### src/rtl/instr_fetch_prefetch.sv
// Sequential instruction fetcher with a small prefetch FIFO and redirect flush.
// Define PREFETCH_BYPASS_EN to forward a response straight out when the FIFO is empty.
`timescale 1ns/1ps
module instr_fetch_prefetch #(
    parameter int DEPTH      = 4,
    parameter int ADDR_WIDTH = 12
) (
    input  logic                  clk_i,
    input  logic                  rst_i,
    input  logic                  fetch_en_i,
    input  logic [31:0]           boot_addr_i,
    input  logic                  redirect_i,
    input  logic [31:0]           redirect_pc_i,
    output logic                  mem_req_o,
    output logic [ADDR_WIDTH-1:0] mem_addr_o,
    output logic                  mem_we_o,
    output logic [3:0]            mem_wmask_o,
    output logic [31:0]           mem_wdata_o,
    input  logic [31:0]           mem_rdata_i,
    input  logic                  mem_rvalid_i,
    output logic                  instr_valid_o,
    output logic [31:0]           instr_rdata_o,
    output logic [31:0]           instr_pc_o,
    input  logic                  instr_ready_i
);

    localparam int PW = $clog2(DEPTH);
    localparam int CW = $clog2(DEPTH) + 1;

    typedef enum logic {
        IDLE,
        RUN
    } state_t;

    state_t          state;
    logic [31:0]     fetch_pc;
    logic [31:0]     tag_pc;
    logic [CW-1:0]   count;
    logic            inflight;
    logic            discard;
    logic            redir_seen;
    logic [PW-1:0]   rd_ptr;
    logic [PW-1:0]   wr_ptr;
    logic [31:0]     fifo_data [DEPTH];
    logic [31:0]     fifo_pc   [DEPTH];

    logic            run;
    logic [CW:0]     credit;
    logic            resp_ok;
    logic            fifo_valid;
    logic            push;
    logic            pop_fifo;

    assign run        = (state == RUN);
    assign credit     = {1'b0, count} + {{CW{1'b0}}, inflight};
    assign mem_req_o  = run && fetch_en_i && !redirect_i
                        && (credit < (CW+1)'(DEPTH));
    assign mem_addr_o = fetch_pc[ADDR_WIDTH+1:2];
    assign mem_we_o    = 1'b0;
    assign mem_wmask_o = 4'h0;
    assign mem_wdata_o = 32'h0;

    // A redirect in the same cycle kills the arriving response.
    assign resp_ok    = mem_rvalid_i && !discard && run && !redirect_i;
    assign fifo_valid = (count != '0);
    assign pop_fifo   = fifo_valid && instr_ready_i;

`ifdef PREFETCH_BYPASS_EN
    logic bypass;
    assign bypass        = resp_ok && !fifo_valid;
    assign push          = resp_ok && !(bypass && instr_ready_i);
    assign instr_valid_o = fifo_valid || bypass;
    assign instr_rdata_o = bypass ? mem_rdata_i : fifo_data[rd_ptr];
    assign instr_pc_o    = bypass ? tag_pc : fifo_pc[rd_ptr];
`else
    assign push          = resp_ok;
    assign instr_valid_o = fifo_valid;
    assign instr_rdata_o = fifo_data[rd_ptr];
    assign instr_pc_o    = fifo_pc[rd_ptr];
`endif

    always_ff @(posedge clk_i) begin
        if (rst_i) begin
            state      <= IDLE;
            fetch_pc   <= 32'h0;
            tag_pc     <= 32'h0;
            count      <= '0;
            inflight   <= 1'b0;
            discard    <= 1'b0;
            redir_seen <= 1'b0;
            rd_ptr     <= '0;
            wr_ptr     <= '0;
            for (int i = 0; i < DEPTH; i++) begin
                fifo_data[i] <= 32'h0;
                fifo_pc[i]   <= 32'h0;
            end
        end else begin
            inflight <= mem_req_o;
            discard  <= redirect_i && inflight;
            if (mem_req_o) begin
                tag_pc <= fetch_pc;
            end
            if (state == IDLE) begin
                if (redirect_i) begin
                    redir_seen <= 1'b1;
                end
                if (fetch_en_i) begin
                    state <= RUN;
                end
            end

            // Boot address only applies if no redirect was seen while idle.
            if (redirect_i) begin
                fetch_pc <= redirect_pc_i & ~32'h3;
            end else if (state == IDLE) begin
                if (fetch_en_i && !redir_seen) begin
                    fetch_pc <= boot_addr_i & ~32'h3;
                end
            end else if (mem_req_o) begin
                fetch_pc <= fetch_pc + 32'd4;
            end

            if (push) begin
                fifo_data[wr_ptr] <= mem_rdata_i;
                fifo_pc[wr_ptr]   <= tag_pc;
                wr_ptr            <= wr_ptr + PW'(1);
            end
            if (pop_fifo) begin
                rd_ptr <= rd_ptr + PW'(1);
            end

            if (redirect_i) begin
                count  <= '0;
                rd_ptr <= '0;
                wr_ptr <= '0;
            end else if (push && !pop_fifo) begin
                count <= count + CW'(1);
            end else if (!push && pop_fifo) begin
                count <= count - CW'(1);
            end
        end
    end

endmodule

### config.mk
export PLATFORM = sky130hd
export DESIGN_NAME = instr_fetch_prefetch
export DESIGN_NICKNAME = d
export VERILOG_FILES = /design/src/rtl/instr_fetch_prefetch.sv
export SDC_FILE = /design/constraint.sdc
export NUM_CORES = 1
export LEC_CHECK = 0
export ABC_AREA = 1
export BUFFER_PORTS_ARGS = -buffer_cell sky130_fd_sc_hd__buf_2
export CAP_MARGIN = 25
export CORE_ASPECT_RATIO = 0.5
export CORE_MARGIN = 2
export CORE_UTILIZATION = 30
export CTS_BUF_LIST = sky130_fd_sc_hd__clkbuf_2
export CTS_CLUSTER_DIAMETER = 80
export CTS_CLUSTER_SIZE = 8
export DETAILED_ROUTE_END_ITERATION = 10
export PLACE_DENSITY = 0.46
export SYNTH_ARGS = -nofsm -noshare
export SYNTH_HDL_FRONTEND = slang
export SYNTH_SLANG_ARGS = --single-unit
### constraint.sdc
create_clock -name clk_i -period 16.6 [get_ports clk_i]
set_input_delay 0.83 -clock clk_i [delete_from_list [all_inputs] [get_ports clk_i]]
set_output_delay 0.83 -clock clk_i [all_outputs]
set_load 0.005 [all_outputs]
# Word level (Yosys, flattened, before mapping)
# Memories as Yosys holds them, arrays and structs flattened. A register that Yosys moved wholly into a read port is not among the register bits.
# Index checks and enable logic that the tools add are counted.
[totals] out_inout_bits=115 memories=2 wordCells=71 mem_bits_rw=256 inputBits=102 regBits=75
[mem_list] memory="fifo_data" words=4 width=32 read_ports=1 rd_clocked_by_memory_dff=1 write_ports=4 line="44" source="logic [31:0] fifo_data [DEPTH];"
[mem_list] memory="fifo_pc" words=4 width=32 read_ports=1 rd_clocked_by_memory_dff=1 write_ports=4 line="45" source="logic [31:0] fifo_pc [DEPTH];"
[classes] n_addsub=6 magnitude_cmp=1 n_bitwise=1 n_reduce_logical=26 n_mux=23 n_eq_ne=2
[op_table] operator="$mux W32" count=6
[op_table] operator="$reduce_or A32 Y1" count=2
[op_table] operator="$add A32 B3 Y32 const B" count=1
[op_table] operator="$mux W2" count=6
[op_table] operator="$logic_and A1 B1 Y1" count=11
[op_table] operator="$mux W1" count=9
[op_table] operator="$mux W3" count=2
[op_table] operator="$reduce_and A2 Y1" count=3
[op_table] operator="$reduce_bool A3 Y1" count=2
[op_table] operator="$logic_not A1 Y1" count=5
[op_table] operator="$add A2 B1 Y2 const B" count=2
[op_table] operator="$add A3 B1 Y4" count=1
[op_table] operator="$lt A4 B3 Y1 const B" count=1
[op_table] operator="$reduce_bool A2 Y1" count=2
[op_table] operator="$add A3 B1 Y3 const B" count=1
[op_table] operator="$ne A3 B3 Y1 const B" count=1
[op_table] operator="$sub A3 B1 Y3 const B" count=1
[op_table] operator="$ne A2 B2 Y1 const B" count=1
[op_table] operator="$reduce_or A2 Y1" count=1
[op_table] operator="$not A1 Y1" count=1

# Depth between registers and ports, before layout
# Gate-level depths: netlist of run 1.
[depth] ltp_word=9 depth_mapped=11 mapped_depth_nobuf=11

# Worst setup path after synthesis of run 1
# No wires, ideal clock.
[synth_path] path_kind="in2reg" startpoint="input redirect_i" endpoint="memory fifo_data[1][0], enable pin" path_stages=6 path_buffers=1 t_arrival_ns=6.222 path_slack_ns=9.797 setup_time_ns=0.581 t_required_ns=16.019 cell_sequence="inv_2 -> nand2_1 -> nor3_4 -> nand2_2 -> buf_2 -> o31ai_1"
[synth_lines] item="start: declaration" line="12" source="input logic redirect_i,"
[synth_lines] item="end: declaration" line="44"

==> metrics.csv, run 1 <==
metric,value,unit
synth_seq_cells,333,
synth_flop_cell,edfxtp_1,
max_freq,228,MHz
overflow,0,
seq_area_frac_synth,0.606,
worstPathRequired,15.77,ns
finClkSkew,0.0541,ns
async_flop_share,0,
clock_latency,0.92,ns
initial_core_util,0.303,
utilization,0.334,
place_congestion,0.761,
slowest_stage,dfxtp_4,
netlist.area_leader.share,0.505,
syn_area_per_cell,9.34,um^2
power,1480,uW
drt-total-wl,44.2,mm
hold_path.class,in -> reg,
rows,58,
holdWs,0.139,ns
min_period,4.40,ns
die_x,323,um
grt_pass1_wl,67.5,mm
reg2regPathDepth,10,
grt_start_max_net_pins,91,
drtPass1Iterations,5,
worstReg2RegEnd,fifo_data[0][20],
htree_num_levels,2,
hold_buffers,0,
finalHoldViolations,0,
post_cts_buffers,0,
slew_headroom,0.299,
grt_pass1_vias,11243,
seqCellArea,9230,um^2
synth.most_common_cell,nor2_1,
viasPerCell,4.67,
crit_type,reg -> out,
timing.final.crit_share,0.265,
place_inst,2397,
hold_path_depth,3,
end_kind,output pin,
cts_resized,0,
drtIter0Drc,725,
clk_path_buf_depth,3,
multiInputGateArea,4880,um^2
worst_pin_slew,1.05,ns
fillers,5328,
drv_slew,0,
num_vias,11510,
crit_family,buffers and inverters,
syn_area,15200,um^2
irDropWorstVdd,0.0252,mV
hpwl,24.7,mm
ys.warnings.count,0,
io_pins,217,
drv_cap,0,
crit_path_start_kind,flop,
synth_cell_type_count,33,
cts_tree,yes,
synthTopCellsByCount,"395 x nor2_1, 256 x edfxtp_1, 197 x o21ai_0",
slowest_delay,0.73,ns
crit_buf_inv,3,
dieArea,52700,um^2
drc,0,
rsz0062_at_grt,false,
drive_above_1_share,0.161,
finalNonFillerCells,2465,
endpoint,instr_rdata_o[18],
p_leak,0.00648,uW
crit_arrival,3.57,ns
tns,0,ns
wl_per_cell,18.0,um
antenna_left,0,
areaGrowthSynthToFinish,10.2,%
syn_inst,1631,
io_buffers,175,
r2r_slack,12.63,ns
clk_pin_slew,0.20,ns
synth_area_leaders,"edfxtp_1 50%, dfxtp_1 10%, nor2_1 9.7%",
grt_usage,0.167,
dieHeight,163,um
path_cells,clkinv_2 > buf_4 > o21ai_0 > o22ai_1 > buf_2,
critPathMaxFanout,90,
r2r-start,run,
root_buffer,clkbuf_2,
cp_num_cells,5,
core-area,50200,um^2
synth-edff-count,256,
powerDensity,88.4,nW/um^2
setup_viol,0,
nets,1862,
status,completed,
cts_buffers,47,
cts.sinks,333,
yosys.area.top_type,edfxtp_1,
antenna_found_initial,2,
==> cell families after synthesis <==
kind of cell,after synthesis,synth area share
AND/OR/NAND/NOR,640,0.169
AO/OA/AOI/OAI,372,0.129
flip-flops,333,0.606
buffers and inverters,270,0.0866
XOR/XNOR,12,0.00690
adder cells (fa/ha/maj),3,0.00296
other,1,0.000246
==> how the worst min path moves through the flow <==
stage | start | slack (ns) | end
floorplan | inflight | 0.42 | discard
global placement | fetch_pc[1] | 0.44 | fetch_pc[1]
detailed placement | fetch_pc[1] | 0.44 | fetch_pc[1]
CTS | redirect_pc_i[3] | 0.006 | fetch_pc[3]
global route | redirect_pc_i[3] | 0.05 | fetch_pc[3]
finish | redirect_pc_i[3] | 0.14 | fetch_pc[3]
==> worst register-to-register path, stage by stage (launching register included) <==
cell     delay [ns]
dfxtp_1        0.34
buf_4          0.38
nand2_1        0.19
nor3_4         0.28
nand2_4        0.52
nor2_2         0.44
nand2_2        0.07
buf_4          0.43
nand2_4        0.16
buf_4          0.50
buf_12         0.32
==> routing by layer <==
layer / track usage / up-vias / wire [um]
met5: 0 / - / 0
met1: 0.227 / 5512 / 20200
li1: - / 5702 / -
met3: 0.0279 / 59 / 2010
met4: 0.0427 / 0 / 806
met2: 0.278 / 237 / 21200
==> per-stage QoR <==
stage	setup WS (ns)	instance area [um^2]
3_5_place_dp	11.60	16400
3_3_place_gp	11.58	16400
5_1_grt	11.80	16800
4_1_cts	12.05	16800
6_report	12.20	16800
2_1_floorplan	9.80	15400
==> where the power goes <==
part	switching (uW)	internal [uW]
sequential	20.5	931
combinational	97.1	46.1
clock	291	98.7
total	409	1080
==> area by class of cell <==
class	instances	area share
diodes	2	0.000298
clock buffers	64	0.0191
clock inverters	1	0.000298
inverters	117	0.0262
multi-input cells	1064	0.291
flip-flops and latches	333	0.550
well taps	690	0.0514
repair buffers	194	0.0622
==> registers in the layout (all words and copies together) (netlist names), named ones only <==
name / cells
redir_seen: 1
fetch_pc: 32
count: 3
inflight: 1
fifo_pc: 128
tag_pc: 32
run: 1
rd_ptr: 2
discard: 1
wr_ptr: 2
fifo_data: 128
==> layout by cell type (no fill, tap or decap), drive strengths merged, types with 28 or more instances in the layout <==
cell and count:
buf 194, edfxtp 256, a21oi 93, inv 114, nand3 28, conb 37, nand2 135, nor2 398
o22ai 65, dfxtp 77, nor3 70, clkbuf 64, o21ai 206
No activity file was read; power rests on OpenSTA's default activity.
==> run 2, diff against run 1 <==
==> constraint.sdc (replaced) <==
create_clock -name clk_i -period 4.4 [get_ports clk_i]
set_input_delay 0.22 -clock clk_i [delete_from_list [all_inputs] [get_ports clk_i]]
set_output_delay 0.22 -clock clk_i [all_outputs]
set_load 0.005 [all_outputs]
==> run 2 against run 1 <==
Effect of this change:
- power rose to 3.8 times the previous value
- wire length up 0.64%
- count of clock-buffer cells in the layout is 5 lower
- sequential share of layout area decreased by 3.9 points
- first-iteration DRC count fell by 9.7%
- via count rose by 4.2%
- combinational power rose to 4.6 times the previous value
- setup slack worse by 11 ns
- global-route usage is 0.078 points higher
- sequential cell count did not move
- cell area rose by 7.7%
- cell count is 5.1% higher
==> metrics.csv, run 2 (synthesis gave the netlist of run 1 again) <==
metric,value,unit
status,completed,
end_kind,output pin,
root_buffer,clkbuf_2,
critPathMaxFanout,58,
antenna_found_initial,1,
worstPathRequired,4.18,ns
cts_tree,yes,
drt-total-wl,44.5,mm
finalHoldViolations,0,
die_x,323,um
worst_pin_slew,0.971,ns
max_freq,280,MHz
powerDensity,315,nW/um^2
cts_buffers,47,
grt_pass1_wl,68.6,mm
crit_path_start_kind,flop,
crit_type,reg -> out,
clk_pin_slew,0.17,ns
clk_path_buf_depth,3,
io_pins,217,
clock_latency,0.95,ns
finalNonFillerCells,2591,
drv_cap,0,
p_switching,1560,uW
met2_usage,0.277,
clock_power_share,0.255,
final_cell_mix,"395 x nor2_1, 256 x edfxtp_1, 196 x o21ai_0",
initial_core_util,0.303,
grt_start_max_net_pins,73,
drive_above_1_share,0.151,
hpwl,25.3,mm
overflow,0,
reg_top3,"fifo_data (128), fifo_pc (128)",
switching_share,0.274,
num_vias,11999,
rows,58,
internal-power,4130,uW
min_period,3.57,ns
areaGrowthSynthToFinish,18.7,%
core-area,50200,um^2
drtPass1Iterations,4,
timing.final.crit_share,0.812,
place_congestion,0.775,
htree_num_levels,2,
post_cts_buffers,0,
grt_usage,0.168,
grt_pass1_vias,11971,
slew_headroom,0.353,
irDropWorstVdd,0.122,mV
drtIter0Drc,655,
viasPerCell,4.63,
setup_viol,0,
met3_usage,0.0254,
cts_resized,0,
p_leak,0.00704,uW
grt-busiest-layer,met2,
nets,1991,
drv_slew,0,
antenna_left,0,
cts.sinks,333,
drc,0,
p_seq_frac,0.630,
tns,0,ns
final_common_cell,nor2_1,
combPwrFrac,0.115,
crit_arrival,3.35,ns
finClkSkew,0.0765,ns
dieArea,52700,um^2
place_inst,2402,
hold_path.class,in -> reg,
rsz0062_at_grt,false,
wl_per_cell,17.2,um
dieHeight,163,um
io_buffers,175,
globalRouteMet1Util,0.230,
-- run 2: critical path, stage by stage (launching register included) --
cell      delay [ns]
dfxtp_4         0.77
clkinv_2        0.60
buf_4           0.49
o21ai_0         0.26
o22ai_1         0.11
buf_2           0.14
-- run 2: power by group through the flow --
| stage | sequential (uW) | combinational (uW) | clock (uW) |
|---|---|---|---|
| 6_report | 3590 | 652 | 1450 |
| 5_1_grt | 3610 | 728 | 1660 |
| 4_1_cts | 3590 | 661 | 1520 |
| 3_5_place_dp | 3660 | 552 | 0 |
| 3_3_place_gp | 3660 | 553 | 0 |
| 2_1_floorplan | 3640 | 354 | 0 |
-- run 2: what timing repair did --
| item | CTS | global route |
|---|---|---|
| hold buffers | 125 | 0 |
| endpoints found under the setup margin | 0 | 0 |
| endpoints found under the hold margin | 175 | 0 |
-- run 2: layer usage --
layer	up-vias	wire length, um
met5	-	0
met4	0	963
met3	68	1550
met2	214	20900
met1	5760	21200
li1	5957	-
-- run 2: final timing paths --
kind                    from           endpoint  slack (ns)  depth (start not counted)
min          mem_rdata_i[30]   fifo_data[2][30]        0.15                          4
min reg2reg      fetch_pc[1]          tag_pc[1]        0.43                          2
max reg2reg              run       fetch_pc[28]        1.13                         10
max                     flop  instr_rdata_o[25]        0.83                          5
-- run 2: through the flow --
stage	hold slack, ns	util	cell area (um^2)	total power [uW]	setup slack, ns
after floorplan	0.369	-	15400	3990	0.0891
after global placement	0.438	0.329	16500	4210	1.70
after detailed placement	0.442	0.329	16500	4210	1.69
after CTS	0.0176	0.360	18100	5770	0.706
after global routing	0.0665	0.360	18100	6000	0.462
final	0.150	0.360	18100	5690	0.825
-- run 2: area by class of cell --
| type | count | area (um^2) |
|---|---|---|
| diodes | 1 | 2.50 |
| clock buffers | 59 | 295 |
| clock inverters | 4 | 23.8 |
| fillers | 5330 | 32100 |
| inverters | 117 | 440 |
| multi-input cells | 1064 | 4880 |
| flip-flops and latches | 333 | 9230 |
| well taps | 690 | 863 |
| repair buffers | 323 | 2350 |
